<file path="config.mk">
export PLATFORM = sky130hd
export DESIGN_NAME = systolic_host_sequencer_flat
export DESIGN_NICKNAME = d
export VERILOG_FILES = /design/src/rtl/systolic_host_sequencer_pkg.sv /design/src/rtl/systolic_host_sequencer_if.sv /design/src/rtl/systolic_host_sequencer_fifo.sv /design/src/rtl/systolic_host_sequencer.sv /design/src/flat_wrapper.sv
export SDC_FILE = /design/constraint.sdc
export NUM_CORES = 1
export LEC_CHECK = 0
export ABC_AREA = 1
export CAP_MARGIN = 5
export CELL_PAD_IN_SITES_DETAIL_PLACEMENT = 2
export CELL_PAD_IN_SITES_GLOBAL_PLACEMENT = 2
export CORE_MARGIN = 2
export CORE_UTILIZATION = 36
export DETAILED_ROUTE_END_ITERATION = 12
export PLACE_DENSITY = 0.88
export SYNTH_ARGS = -nofsm -noshare
export SYNTH_HDL_FRONTEND = slang
export SYNTH_HIERARCHICAL = 1
export SYNTH_SLANG_ARGS = --single-unit
</file>
<file path="constraint.sdc">
create_clock -name clk -period 5.2 [get_ports clk]
set_input_delay 1.04 -clock clk [delete_from_list [all_inputs] [get_ports clk]]
set_output_delay 1.04 -clock clk [all_outputs]
set_load 0.01 [all_outputs]
</file>
<file path="src/rtl/systolic_host_sequencer_pkg.sv">
// Shared types and sizing helpers for the systolic-array host sequencer.
package systolic_host_pkg;

    localparam int N_DEF        = 2;
    localparam int BITWIDTH_DEF = 4;
    localparam int OUTWIDTH_DEF = 8;

    // Width of a counter that must be able to hold the value max_val.
    function automatic int cnt_w(input int max_val);
        return (max_val < 1) ? 1 : $clog2(max_val + 1);
    endfunction

    // Beat counter width for the default array size (N*N beats per matrix).
    localparam int BEAT_W = cnt_w(N_DEF * N_DEF);

    typedef enum logic [2:0] {
        IDLE   = 3'd0,
        LOAD_W = 3'd1,
        LOAD_X = 3'd2,
        WAIT   = 3'd3,
        STORE  = 3'd4
    } state_t;

endpackage

</file>
<file path="src/rtl/systolic_host_sequencer_if.sv">
// Bundle of host command, operand stream, result stream and array pins.
// master = host/array side, slave = the sequencer itself.
interface systolic_host_sequencer_if
    import systolic_host_pkg::*;
#(
    parameter int BITWIDTH = BITWIDTH_DEF,
    parameter int OUTWIDTH = OUTWIDTH_DEF
) ();
    logic                start;
    logic                reuse_w;
    logic                busy;
    logic                op_valid;
    logic                op_ready;
    logic [BITWIDTH-1:0] op_data;
    logic                res_valid;
    logic                res_ready;
    logic [OUTWIDTH-1:0] res_data;
    logic                res_last;
    logic                error;
    logic [BITWIDTH-1:0] sa_data_in;
    logic                sa_load_weights;
    logic                sa_load_inputs;
    logic                sa_store_outputs;
    logic [OUTWIDTH-1:0] sa_results;
    logic                sa_valid_out;

    modport slave (
        input  start, reuse_w, op_valid, op_data, res_ready, sa_results, sa_valid_out,
        output busy, op_ready, res_valid, res_data, res_last, error,
               sa_data_in, sa_load_weights, sa_load_inputs, sa_store_outputs
    );

    modport master (
        output start, reuse_w, op_valid, op_data, res_ready, sa_results, sa_valid_out,
        input  busy, op_ready, res_valid, res_data, res_last, error,
               sa_data_in, sa_load_weights, sa_load_inputs, sa_store_outputs
    );
endinterface

</file>
<file path="src/rtl/systolic_host_sequencer_fifo.sv">
// Result buffer: synchronous FIFO holding {last tag, result word}.
// Head word is presented combinationally from storage, so it is stable until popped.
module sh_result_fifo #(
    parameter int DEPTH = 4,
    parameter int WIDTH = 9
) (
    input  logic             clk,
    input  logic             rst,
    input  logic             push_i,
    input  logic [WIDTH-1:0] wdata_i,
    input  logic             pop_i,
    output logic [WIDTH-1:0] rdata_o,
    output logic             full_o,
    output logic             empty_o
);
    localparam int PW = (DEPTH > 1) ? $clog2(DEPTH) : 1;
    localparam int CW = $clog2(DEPTH + 1);
    localparam logic [PW-1:0] PTR_LAST = PW'(DEPTH - 1);
    localparam logic [CW-1:0] CNT_FULL = CW'(DEPTH);

    logic [WIDTH-1:0] mem_q [DEPTH];
    logic [PW-1:0]    wr_ptr_q;
    logic [PW-1:0]    rd_ptr_q;
    logic [CW-1:0]    count_q;
    logic             do_push_s;
    logic             do_pop_s;

    // Pointer advance with explicit wrap so non-power-of-two depths work.
    function automatic logic [PW-1:0] ptr_inc(input logic [PW-1:0] p);
        return (p == PTR_LAST) ? PW'(0) : p + PW'(1);
    endfunction

    assign full_o    = (count_q == CNT_FULL);
    assign empty_o   = (count_q == CW'(0));
    assign do_pop_s  = pop_i && !empty_o;
    assign do_push_s = push_i && (!full_o || do_pop_s);
    assign rdata_o   = mem_q[rd_ptr_q];

    // Storage, pointers and occupancy; reset flushes everything to zero.
    always_ff @(posedge clk or posedge rst) begin
        if (rst) begin
            for (int i = 0; i < DEPTH; i++) begin
                mem_q[i] <= '0;
            end
            wr_ptr_q <= '0;
            rd_ptr_q <= '0;
            count_q  <= '0;
        end else begin
            if (do_push_s) begin
                mem_q[wr_ptr_q] <= wdata_i;
                wr_ptr_q        <= ptr_inc(wr_ptr_q);
            end
            if (do_pop_s) begin
                rd_ptr_q <= ptr_inc(rd_ptr_q);
            end
            case ({do_push_s, do_pop_s})
                2'b10:   count_q <= count_q + CW'(1);
                2'b01:   count_q <= count_q - CW'(1);
                default: count_q <= count_q;
            endcase
        end
    end
endmodule

</file>
<file path="src/rtl/systolic_host_sequencer.sv">
// Host-side sequencer for the systolic array: streams weights/inputs onto the
// array pins, waits for compute, collects results into a FIFO and returns them.
module systolic_host_sequencer
    import systolic_host_pkg::*;
#(
    parameter int N              = N_DEF,
    parameter int BITWIDTH       = BITWIDTH_DEF,
    parameter int OUTWIDTH       = OUTWIDTH_DEF,
    parameter int COMPUTE_CYCLES = 3 * N,
    parameter int TIMEOUT        = 64
) (
    input  logic                       clk,
    input  logic                       reset,
    systolic_host_sequencer_if.slave   bus
);
    localparam int NN  = N * N;
    localparam int BCW = cnt_w(NN);
    localparam int TCW = cnt_w(TIMEOUT);
    localparam int WCW = cnt_w(COMPUTE_CYCLES);
    localparam logic [BCW-1:0] BEAT_LAST = BCW'(NN - 1);
    localparam logic [TCW-1:0] TMO_LAST  = TCW'(TIMEOUT - 1);
    localparam logic [WCW-1:0] WAIT_DONE = WCW'(COMPUTE_CYCLES);

    state_t              state_q, state_d;
    logic [BCW-1:0]      beat_q, beat_d;
    logic [BCW-1:0]      push_q, push_d;
    logic [TCW-1:0]      tmo_q, tmo_d;
    logic [WCW-1:0]      wait_q, wait_d;
    logic                weights_valid_q, weights_valid_d;
    logic                error_q, error_d;
    logic [BITWIDTH-1:0] sa_data_q, sa_data_d;
    logic                sa_lw_q, sa_lw_d;
    logic                sa_li_q, sa_li_d;
    logic                sa_so_q, sa_so_d;

    logic                loading_s, hs_s, beat_done_s;
    logic                push_ok_s, push_done_s, tmo_s, abort_s, wait_done_s;
    logic                fifo_pop_s, fifo_full_s, fifo_empty_s;
    logic [OUTWIDTH:0]   fifo_rdata_s;

    assign loading_s   = (state_q == LOAD_W) || (state_q == LOAD_X);
    assign hs_s        = bus.op_valid && loading_s;
    assign beat_done_s = hs_s && (beat_q == BEAT_LAST);
    // WAIT only releases into STORE with an empty FIFO, so full is never hit in practice.
    assign push_ok_s   = (state_q == STORE) && bus.sa_valid_out && !fifo_full_s;
    assign push_done_s = push_ok_s && (push_q == BEAT_LAST);
    assign tmo_s       = (state_q == STORE) && (tmo_q == TMO_LAST);
    assign abort_s     = tmo_s && !push_done_s;
    assign wait_done_s = (wait_q == WAIT_DONE);
    assign fifo_pop_s  = !fifo_empty_s && bus.res_ready;

    // FSM state register.
    always_ff @(posedge clk or posedge reset) begin
        if (reset) begin
            state_q <= IDLE;
        end else begin
            state_q <= state_d;
        end
    end

    // FSM next-state: IDLE -> LOAD_W|LOAD_X -> WAIT -> STORE -> IDLE.
    always_comb begin
        state_d = state_q;
        case (state_q)
            IDLE: begin
                if (bus.start) begin
                    if (bus.reuse_w && weights_valid_q) state_d = LOAD_X;
                    else                                state_d = LOAD_W;
                end else begin
                    state_d = IDLE;
                end
            end
            LOAD_W: begin
                if (beat_done_s) state_d = LOAD_X;
                else             state_d = LOAD_W;
            end
            LOAD_X: begin
                if (beat_done_s) state_d = WAIT;
                else             state_d = LOAD_X;
            end
            WAIT: begin
                if (wait_done_s && fifo_empty_s) state_d = STORE;
                else                             state_d = WAIT;
            end
            STORE: begin
                if (push_done_s || tmo_s) state_d = IDLE;
                else                      state_d = STORE;
            end
            default: state_d = IDLE;
        endcase
    end

    // FSM outputs: counter, flag and array-pin next values.
    always_comb begin
        beat_d          = beat_q;
        push_d          = push_q;
        tmo_d           = tmo_q;
        wait_d          = wait_q;
        weights_valid_d = weights_valid_q;
        error_d         = error_q;
        sa_data_d       = '0;
        sa_lw_d         = 1'b0;
        sa_li_d         = 1'b0;

        if (beat_done_s)  beat_d = '0;
        else if (hs_s)    beat_d = beat_q + BCW'(1);
        else              beat_d = beat_q;

        if (state_q == WAIT) begin
            if (!wait_done_s) wait_d = wait_q + WCW'(1);
            else              wait_d = wait_q;
        end else begin
            wait_d = '0;
        end

        if (state_q == STORE) begin
            tmo_d = tmo_q + TCW'(1);
            if (push_ok_s) push_d = push_q + BCW'(1);
            else           push_d = push_q;
        end else begin
            tmo_d  = '0;
            push_d = '0;
        end

        if ((state_q == LOAD_W) && beat_done_s) weights_valid_d = 1'b1;
        else if (abort_s)                       weights_valid_d = 1'b0;
        else                                    weights_valid_d = weights_valid_q;

        if ((state_q == IDLE) && bus.start) error_d = 1'b0;
        else if (abort_s)                   error_d = 1'b1;
        else                                error_d = error_q;

        // Accepted beat shows up on the pins exactly one cycle after its handshake.
        if (hs_s) begin
            sa_data_d = bus.op_data;
            sa_lw_d   = (state_q == LOAD_W);
            sa_li_d   = (state_q == LOAD_X);
        end else begin
            sa_data_d = '0;
            sa_lw_d   = 1'b0;
            sa_li_d   = 1'b0;
        end

        // store_outputs tracks the STORE state exactly.
        sa_so_d = (state_d == STORE);
    end

    // Datapath registers: counters, sticky flags and registered array drive.
    always_ff @(posedge clk or posedge reset) begin
        if (reset) begin
            beat_q          <= '0;
            push_q          <= '0;
            tmo_q           <= '0;
            wait_q          <= '0;
            weights_valid_q <= 1'b0;
            error_q         <= 1'b0;
            sa_data_q       <= '0;
            sa_lw_q         <= 1'b0;
            sa_li_q         <= 1'b0;
            sa_so_q         <= 1'b0;
        end else begin
            beat_q          <= beat_d;
            push_q          <= push_d;
            tmo_q           <= tmo_d;
            wait_q          <= wait_d;
            weights_valid_q <= weights_valid_d;
            error_q         <= error_d;
            sa_data_q       <= sa_data_d;
            sa_lw_q         <= sa_lw_d;
            sa_li_q         <= sa_li_d;
            sa_so_q         <= sa_so_d;
        end
    end

    sh_result_fifo #(
        .DEPTH (NN),
        .WIDTH (OUTWIDTH + 1)
    ) u_fifo (
        .clk     (clk),
        .rst     (reset),
        .push_i  (push_ok_s),
        .wdata_i ({(push_q == BEAT_LAST), bus.sa_results}),
        .pop_i   (fifo_pop_s),
        .rdata_o (fifo_rdata_s),
        .full_o  (fifo_full_s),
        .empty_o (fifo_empty_s)
    );

    assign bus.busy             = (state_q != IDLE);
    assign bus.op_ready         = loading_s;
    assign bus.res_valid        = !fifo_empty_s;
    assign bus.res_data         = fifo_rdata_s[OUTWIDTH-1:0];
    assign bus.res_last         = fifo_rdata_s[OUTWIDTH];
    assign bus.error            = error_q;
    assign bus.sa_data_in       = sa_data_q;
    assign bus.sa_load_weights  = sa_lw_q;
    assign bus.sa_load_inputs   = sa_li_q;
    assign bus.sa_store_outputs = sa_so_q;
endmodule

</file>
<file path="src/flat_wrapper.sv">
// flat-port wrapper written by rule: the top's interface ports become plain ports
module systolic_host_sequencer_flat import systolic_host_pkg::*;
#(
    parameter int N              = N_DEF,
    parameter int BITWIDTH       = BITWIDTH_DEF,
    parameter int OUTWIDTH       = OUTWIDTH_DEF,
    parameter int COMPUTE_CYCLES = 3 * N,
    parameter int TIMEOUT        = 64
)
  (clk, reset, bus_start, bus_reuse_w, bus_op_valid, bus_op_data, bus_res_ready, bus_sa_results, bus_sa_valid_out, bus_busy, bus_op_ready, bus_res_valid, bus_res_data, bus_res_last, bus_error, bus_sa_data_in, bus_sa_load_weights, bus_sa_load_inputs, bus_sa_store_outputs);
  systolic_host_sequencer_if #(.BITWIDTH(BITWIDTH), .OUTWIDTH(OUTWIDTH)) bus_i ();
  input  logic clk;
  input  logic reset;
  input wire logic [$bits(bus_i.start)-1:0] bus_start;
  input wire logic [$bits(bus_i.reuse_w)-1:0] bus_reuse_w;
  input wire logic [$bits(bus_i.op_valid)-1:0] bus_op_valid;
  input wire logic [$bits(bus_i.op_data)-1:0] bus_op_data;
  input wire logic [$bits(bus_i.res_ready)-1:0] bus_res_ready;
  input wire logic [$bits(bus_i.sa_results)-1:0] bus_sa_results;
  input wire logic [$bits(bus_i.sa_valid_out)-1:0] bus_sa_valid_out;
  output wire logic [$bits(bus_i.busy)-1:0] bus_busy;
  output wire logic [$bits(bus_i.op_ready)-1:0] bus_op_ready;
  output wire logic [$bits(bus_i.res_valid)-1:0] bus_res_valid;
  output wire logic [$bits(bus_i.res_data)-1:0] bus_res_data;
  output wire logic [$bits(bus_i.res_last)-1:0] bus_res_last;
  output wire logic [$bits(bus_i.error)-1:0] bus_error;
  output wire logic [$bits(bus_i.sa_data_in)-1:0] bus_sa_data_in;
  output wire logic [$bits(bus_i.sa_load_weights)-1:0] bus_sa_load_weights;
  output wire logic [$bits(bus_i.sa_load_inputs)-1:0] bus_sa_load_inputs;
  output wire logic [$bits(bus_i.sa_store_outputs)-1:0] bus_sa_store_outputs;
  assign bus_i.start = bus_start;
  assign bus_i.reuse_w = bus_reuse_w;
  assign bus_i.op_valid = bus_op_valid;
  assign bus_i.op_data = bus_op_data;
  assign bus_i.res_ready = bus_res_ready;
  assign bus_i.sa_results = bus_sa_results;
  assign bus_i.sa_valid_out = bus_sa_valid_out;
  assign bus_busy = bus_i.busy;
  assign bus_op_ready = bus_i.op_ready;
  assign bus_res_valid = bus_i.res_valid;
  assign bus_res_data = bus_i.res_data;
  assign bus_res_last = bus_i.res_last;
  assign bus_error = bus_i.error;
  assign bus_sa_data_in = bus_i.sa_data_in;
  assign bus_sa_load_weights = bus_i.sa_load_weights;
  assign bus_sa_load_inputs = bus_i.sa_load_inputs;
  assign bus_sa_store_outputs = bus_i.sa_store_outputs;
  systolic_host_sequencer #(.N(N), .BITWIDTH(BITWIDTH), .OUTWIDTH(OUTWIDTH), .COMPUTE_CYCLES(COMPUTE_CYCLES), .TIMEOUT(TIMEOUT)) u_core (.clk(clk), .reset(reset), .bus(bus_i));
endmodule
</file>
==> results.tsv, run 1 <==
stage	metric	value	unit
timing	count of pins over their slew limit	0	
cells_and_area	most common cell after layout, fill and taps aside	nand2_1	
cells_and_area	Layout fillers	1083	
placement	pre-CTS setup slack	1620	ps
grt	vias in the first global route	3339	
logic_synthesis	area of the mapped netlist	3520	um^2
cells_and_area	Post-layout nets	484	
timing	Hold Vio Cnt, Final	0	
hold_path	Min-Delay Endpoint	u_core/tmo_q[0]	
clocking	latest clock arrival within the worst-skew pair	350	ps
timing	setup repair after global routing missed its margin	no	
logic_synthesis	total of warnings raised by yosys	6	
timing	number of setup violations in the final report	0	
cells_and_area	number of non-filler instances in the completed layout	590	
power	fraction of power consumed by combinational cells	36.1	%
critical_path	Req. time, crit path	4160	ps
cells_and_area	diode count	0	
floorplanning	die area	10600	um^2
clocking	clock edge transition at the registers on the reported setup and hold paths	90	ps
power	Leakage Power	0.00210	uW
critical_path	CP Cell Sequence	inv_1, o21ai_0, o22ai_1, clkdlybuf4s50_1	
timing	Clock Skew	9.19	ps
logic_synthesis	unique cell type count in the Yosys netlist	29	
logic_synthesis	number of synthesized register bits	71	
critical_path	worst-path fanout max	22	
critical_path	reg-to-reg startpoint	u_core/u_fifo/count_q[0]	
timing	setup slack of the critical path after layout	1490	ps
critical_path	CP Launch Type	flop	
logic_synthesis	sequential element share of the synthesized area	50.4	%
timing	final worst-path cycle share	71.3	%
critical_path	type of element capturing the critical path	output port	
grt	overall track demand over capacity in global routing	20.7	%
hold_path	worst hold path type	reg -> reg	
route	Vias	3051	
critical_path	buffers plus inverters on the worst setup path	2	
clocking	Inserted Clock Buffers	9	
route	antenna-violating nets left	0	
placement	DP HPWL	6850	um
hold_path	source of the worst hold timing path	u_core/tmo_q[0]	
critical_path	critical path data arrival time	2670	ps
timing	Fmax achieved	270	MHz
floorplanning	Die Wd	103	um
power	pwr dens	423	nW/um^2
cells_and_area	ratio of cells with drive above 1 in the final layout	6.78	%
clocking	setup bufs post-CTS	0	
floorplanning	number of standard-cell rows in the floorplan	36	
clocking	buffers from clock root to sink, at most	2	
flow_run	max-capacitance violation count	0	
floorplanning	die outline height	103	um
timing	Min Clock Period, post-route	3710	ps
route	detailed-route vias per instance	5.17	
route	drt pass-1 iters	4	
logic_synthesis	syn nets	449	
hold_path	Worst Hold Path Cells	1	
placement	instance count after placement with tap cells included	574	
critical_path	logic depth of the worst register-to-register path	15	
grt	pin count of the biggest net entering global routing	47	
critical_path	worst setup slack for register-to-register paths	2390	ps
critical_path	reg2reg end	u_core/u_fifo/count_q[2]	
outcome	result of the run	complete, no violations	
timing	actual slew at the worst max-slew pin	1090	ps
route	violation count after the first detailed-route iteration	62	
power	relative contribution of the clock network to total power	24.8	%
clocking	clock tree from TritonCTS	built	
floorplanning	placeable core region	9640	um^2
grt	number of antenna violations at the first check in global routing	0	
power	Flop pwr share	39.1	%
timing	accumulated negative setup slack	0	ps
floorplanning	Initial Util	36.6	%
logic_synthesis	Syn Area/Cell	8.45	um^2
power	overall power of the completed layout	1770	uW
clocking	clock tree root driver cell	clkbuf_8	
grt	first-pass GRT wire length	16700	um
route	DRC errors left	0	
cells_and_area	combined area of the multi-input logic cells	1500	um^2
clocking	number of sinks on the clock net	71	
cells_and_area	area used by sequential logic in the layout	1780	um^2
cells_and_area	Layout Area Growth over Synthesis	19.0	%
power	worst vdd ir	193	uV
route	final WL	10300	um
clocking	number of levels in the clock H-tree	3	
floorplanning	boundary pin count	39	
cells_and_area	final design utilization	43.5	%
cells_and_area	most used cells in the layout excluding fill and tap cells	nand2_1 (108), dfrtp_1 (71), nor2_1 (46)	
logic_synthesis	gate count of the mapped netlist	417	
critical_path	Setup Crit Path Kind	reg -> out	
critical_path	family with the most delay on the worst path	buffers and inverters	
placement	placer congestion estimate	0.765	
clocking	Hold Buf Count CTS	0	
grt	sum of overflow across all layers after global routing	0	
critical_path	cell with the largest stage delay on the worst path	dfrtp_1	
route	Routed wire per std cell	17.5	um
clocking	CTS-repair resized insts	0	
critical_path	Worst path max stage delay	870	ps
timing	worst slew slack as a fraction of its limit	26.9	%
placement	number of buffers added on ports	38	
power	internal cell power	1100	uW
power	Net Sw Frac	38.1	%
power	Sw Pwr	675	uW
==> per-stage QoR <==
step | hold slack [ps] | cell area, um^2
2_1_floorplan | 433 | 3520
5_1_grt | 497 | 4190
6_report | 473 | 4190
3_5_place_dp | 459 | 4000
4_1_cts | 472 | 4190
3_3_place_gp | 447 | 4000
==> worst reg2reg max path, stage by stage, from the launching register on <==
cell	delay, ps
dfrtp_1	380
inv_1	100
nand2_1	140
nor2_1	50
nor2_1	200
inv_1	140
nor2_4	90
buf_4	440
nand2_1	190
ha_1	270
inv_1	110
fa_1	200
inv_1	50
nand2_1	50
nand3b_1	100
xor2_1	170
==> state kept, by name, summed over array words and instances, names as in the netlist <==
signal and flops:
u_core/bus.sa_store_outputs 1, u_core/u_fifo/wr_ptr_q 2, u_core/u_fifo/rd_ptr_q 2, u_core/tmo_q 7
u_core/state_q 3, u_core/beat_q 3, u_core/weights_valid_q 1, u_core/push_q 3
u_core/bus.sa_load_weights 1, u_core/bus.sa_load_inputs 1, u_core/bus.sa_data_in 4, u_core/u_fifo/mem_q 36
u_core/u_fifo/count_q 3, u_core/wait_q 3, u_core/bus.error 1
==> synth_stat cells (all sizes together) <==
| master | count | share of area, % |
|---|---|---|
| a21oi | 8 | 1.1 |
| buf | 15 | 2.3 |
| clkbuf | 2 | 0.21 |
| dfrtp | 71 | 50 |
| fa | 1 | 0.57 |
| ha | 12 | 4.3 |
| inv | 43 | 4.6 |
| nand2 | 111 | 12 |
| nand3 | 17 | 3.8 |
| nand3b | 2 | 0.43 |
| nand4 | 40 | 7.1 |
| nor2 | 48 | 5.4 |
| nor3 | 1 | 0.14 |
| o21ai | 30 | 4.4 |
| o22ai | 10 | 1.8 |
| or2 | 2 | 0.35 |
| xnor2 | 2 | 0.50 |
| xor2 | 2 | 0.50 |
==> routing by layer <==
metal	GRT usage [%]	vias to the layer above	wire length, um
met2	38.8	50	5680
met4	6.58	0	99
met3	2.98	8	254
met1	24.2	1551	4300
li1	-	1442	-
met5	0	-	0
==> worst max-delay path by stage <==
stage               slack, ps                  endpoint                 startpoint  cells after the start
global route             1350           bus_res_data[4]  u_core/u_fifo/rd_ptr_q[0]                      4
detailed placement       1620  u_core/u_fifo/count_q[1]           bus_sa_valid_out                     11
floorplan                2490  u_core/u_fifo/count_q[2]           bus_sa_valid_out                     13
finish                   1490           bus_res_data[7]  u_core/u_fifo/rd_ptr_q[0]                      4
CTS                      1480              bus_res_last  u_core/u_fifo/rd_ptr_q[0]                      4
global placement         1800  u_core/u_fifo/count_q[1]           bus_sa_valid_out                     11
==> final cells by class <==
type | instances | share of cell area (%)
flip-flops and latches | 71 | 42.4
multi-input cells | 286 | 35.7
repair buffers | 41 | 9.61
well taps | 133 | 3.97
inverters | 43 | 3.85
clock buffers | 10 | 3.04
clock inverters | 6 | 1.46
==> power by group through the flow <==
stage                     combinational (uW)  clock [uW]  sequential, uW
after floorplan                          402           0             659
after global placement                   599           0             697
after detailed placement                 637           0             704
after CTS                                650         451             694
after global routing                     714         475             702
final                                    639         439             693
==> kinds of logic after synthesis <==
group / Yosys count / synth area share, %
AND/OR/NAND/NOR: 221 / 29.4
flip-flops: 71 / 50.4
buffers and inverters: 60 / 7.13
AO/OA/AOI/OAI: 48 / 7.28
adder cells (fa/ha/maj): 13 / 4.83
XOR/XNOR: 4 / 0.994
Note: power is estimated with default switching activity, not from simulation.
==> run 2: changes to the inputs <==
CORE_UTILIZATION = 31   (was 36)
PLACE_DENSITY = 0.81   (was 0.88)
clock period = 3.2 ns   (was 5.2 ns; I/O delays follow)
==> run 2 against run 1 <==
Net effect:
- first-iteration DRC count shrank 1.6%
- clock skew shrank 5.0 ps
- register-to-register slack got worse by 1500 ps
- via count is 1.3% higher
- sequential power increased by 53%
- largest cell class unchanged
- combinational power is 75% higher
- count of clock-buffer cells in the layout increased by 4
- worst setup slack got worse by 1000 ps
- wire length up 3.2%
- critical path type unchanged
- global-route usage decreased by 2.8 points
- critical path depth unchanged
- design area is 2.4% higher
==> results.tsv, run 2 (synthesis gave the netlist of run 1 again) <==
stage	metric	value	unit	change
outcome	result of the run	complete, no violations		
critical_path	worst-path fanout max	18		-18%
critical_path	cell with the largest stage delay on the worst path	clkdlybuf4s50_1		
cells_and_area	ratio of cells with drive above 1 in the final layout	6.54	%	-0.25 points
route	antenna-violating nets left	0		unchanged
critical_path	Worst path max stage delay	560	ps	-310 ps
clocking	CTS-repair resized insts	0		unchanged
placement	number of buffers added on ports	38		unchanged
critical_path	type of element capturing the critical path	output port		
route	violation count after the first detailed-route iteration	61		-1.6%
grt	number of antenna violations at the first check in global routing	0		unchanged
clocking	Inserted Clock Buffers	9		unchanged
timing	Clock Skew	4.15	ps	-5.03 ps
route	drt pass-1 iters	4		unchanged
clocking	latest clock arrival within the worst-skew pair	330	ps	-20 ps
floorplanning	die outline height	111	um	+7.5%
timing	worst slew slack as a fraction of its limit	58.2	%	+31 points
timing	accumulated negative setup slack	0	ps	unchanged
cells_and_area	most used cells in the layout excluding fill and tap cells	nand2_1 (108), dfrtp_1 (71), nor2_1 (46)		
grt	first-pass GRT wire length	17300	um	+3.2%
grt	vias in the first global route	3434		+2.8%
cells_and_area	Post-layout nets	487		+0.62%
route	final WL	10700	um	+3.2%
critical_path	CP Cell Sequence	inv_1, o21ai_0, o22ai_1, clkdlybuf4s50_1		
power	worst vdd ir	352	uV	+82%
route	detailed-route vias per instance	5.16		-0.18%
route	Routed wire per std cell	17.8	um	+1.7%
grt	overall track demand over capacity in global routing	17.9	%	-2.8 points
cells_and_area	Layout Area Growth over Synthesis	21.8	%	
clocking	number of levels in the clock H-tree	3		unchanged
clocking	Hold Buf Count CTS	0		unchanged
clocking	clock tree from TritonCTS	built		
grt	pin count of the biggest net entering global routing	46		-2.1%
route	DRC errors left	0		unchanged
clocking	clock edge transition at the registers on the reported setup and hold paths	60	ps	-30 ps
timing	count of pins over their slew limit	0		unchanged
route	Vias	3092		+1.3%
placement	DP HPWL	6950	um	+1.3%
cells_and_area	diode count	0		unchanged
floorplanning	boundary pin count	39		unchanged
clocking	number of sinks on the clock net	71		unchanged
flow_run	max-capacitance violation count	0		unchanged
cells_and_area	Largest register FFs	36		unchanged
grt	met3 Use GR	4.06	%	+1.1 points
timing	final worst hold slack	460	ps	-13.5 ps
cells_and_area	Layout fillers	1260		+16%
timing	number of setup violations in the final report	0		unchanged
power	Leakage Power	0.00214	uW	+2.2%
grt	met2 track demand over resource	34.4	%	-4.5 points
floorplanning	number of standard-cell rows in the floorplan	38		+5.6%
timing	Fmax achieved	364	MHz	
power	pwr dens	719	nW/um^2	+70%
critical_path	Setup Crit Path Kind	reg -> out		
floorplanning	die area	12200	um^2	+15%
floorplanning	Die Wd	111	um	+7.5%
clocking	clock tree root driver cell	clkbuf_16		
floorplanning	Initial Util	32.1	%	-4.5 points
critical_path	CP Launch Type	flop		
timing	setup repair after global routing missed its margin	no		
timing	Hold Vio Cnt, Final	0		unchanged
clocking	setup bufs post-CTS	0		unchanged
cells_and_area	Top reg by flops	u_core/u_fifo/mem_q		
critical_path	Req. time, crit path	2560	ps	-1600 ps
placement	placer congestion estimate	0.742		-3.0%
timing	actual slew at the worst max-slew pin	626	ps	-468 ps
timing	final worst-path cycle share	85.9	%	
hold_path	worst hold path type	reg -> reg		
timing	Min Clock Period, post-route	2750	ps	
clocking	buffers from clock root to sink, at most	2		unchanged
grt	Most Crowded Layer GR	met2		
floorplanning	placeable core region	11000	um^2	+14%
cells_and_area	most common cell after layout, fill and taps aside	nand2_1		
grt	sum of overflow across all layers after global routing	0		unchanged
grt	GR Util met1	19.5	%	-4.7 points
critical_path	critical path data arrival time	2110	ps	-560 ps
[run 2: final timing paths]
path	from	end	slack, ps	depth (start not counted)
setup reg to reg	u_core/u_fifo/count_q[1]	u_core/u_fifo/count_q[2]	890	13
hold / removal	u_core/tmo_q[0]	u_core/tmo_q[0]	460	1
hold reg to reg	u_core/tmo_q[0]	u_core/tmo_q[0]	460	1
max in group asynchronous	reset	u_core/tmo_q[2]	1860	3
min in group asynchronous	reset	u_core/wait_q[2]	710	2
setup / recovery	u_core/u_fifo/rd_ptr_q[0]	bus_res_data[7]	450	4
[run 2: area by class of cell]
| class | count | area, um^2 | area share, % |
|---|---|---|---|
| sequential | 71 | 1780 | 41.4 |
| clock buffer | 14 | 254 | 5.91 |
| multi-input combinational | 286 | 1500 | 34.8 |
| tap | 140 | 175 | 4.08 |
| timing repair buffer | 44 | 425 | 9.91 |
| inverter | 43 | 161 | 3.76 |
| clock inverter | 1 | 5.00 | 0.117 |
[run 2: through the flow]
step	setup slack, ps	total power, uW	util [%]	area [um^2]	cells
2_1_floorplan	891	1730	-	3520	417
6_report	452	3090	39.1	4290	599
4_1_cts	399	3140	39.1	4290	599
3_5_place_dp	609	2210	36.7	4040	584
3_3_place_gp	707	2150	36.7	4040	584
5_1_grt	345	3280	39.1	4290	599
[run 2: critical path, delay by kind of cell, from the launching register on]
family | cells | cell delay, ps
buffers and inverters | 2 | 1020
flip-flops | 1 | 370
AO/OA/AOI/OAI | 2 | 370
[run 2: layer usage]
metal  wire, um  up-vias
met2       5800       57
met3        430       14
met5          0        -
met1       4300     1570
li1           -     1451
met4        131        0
[run 2: power breakdown]
group / internal (uW) / switching [uW] / leakage, uW
sequential: 991 / 73.6 / 0.000966
combinational: 454 / 662 / 0.00105
clock: 541 / 366 / 0.000127
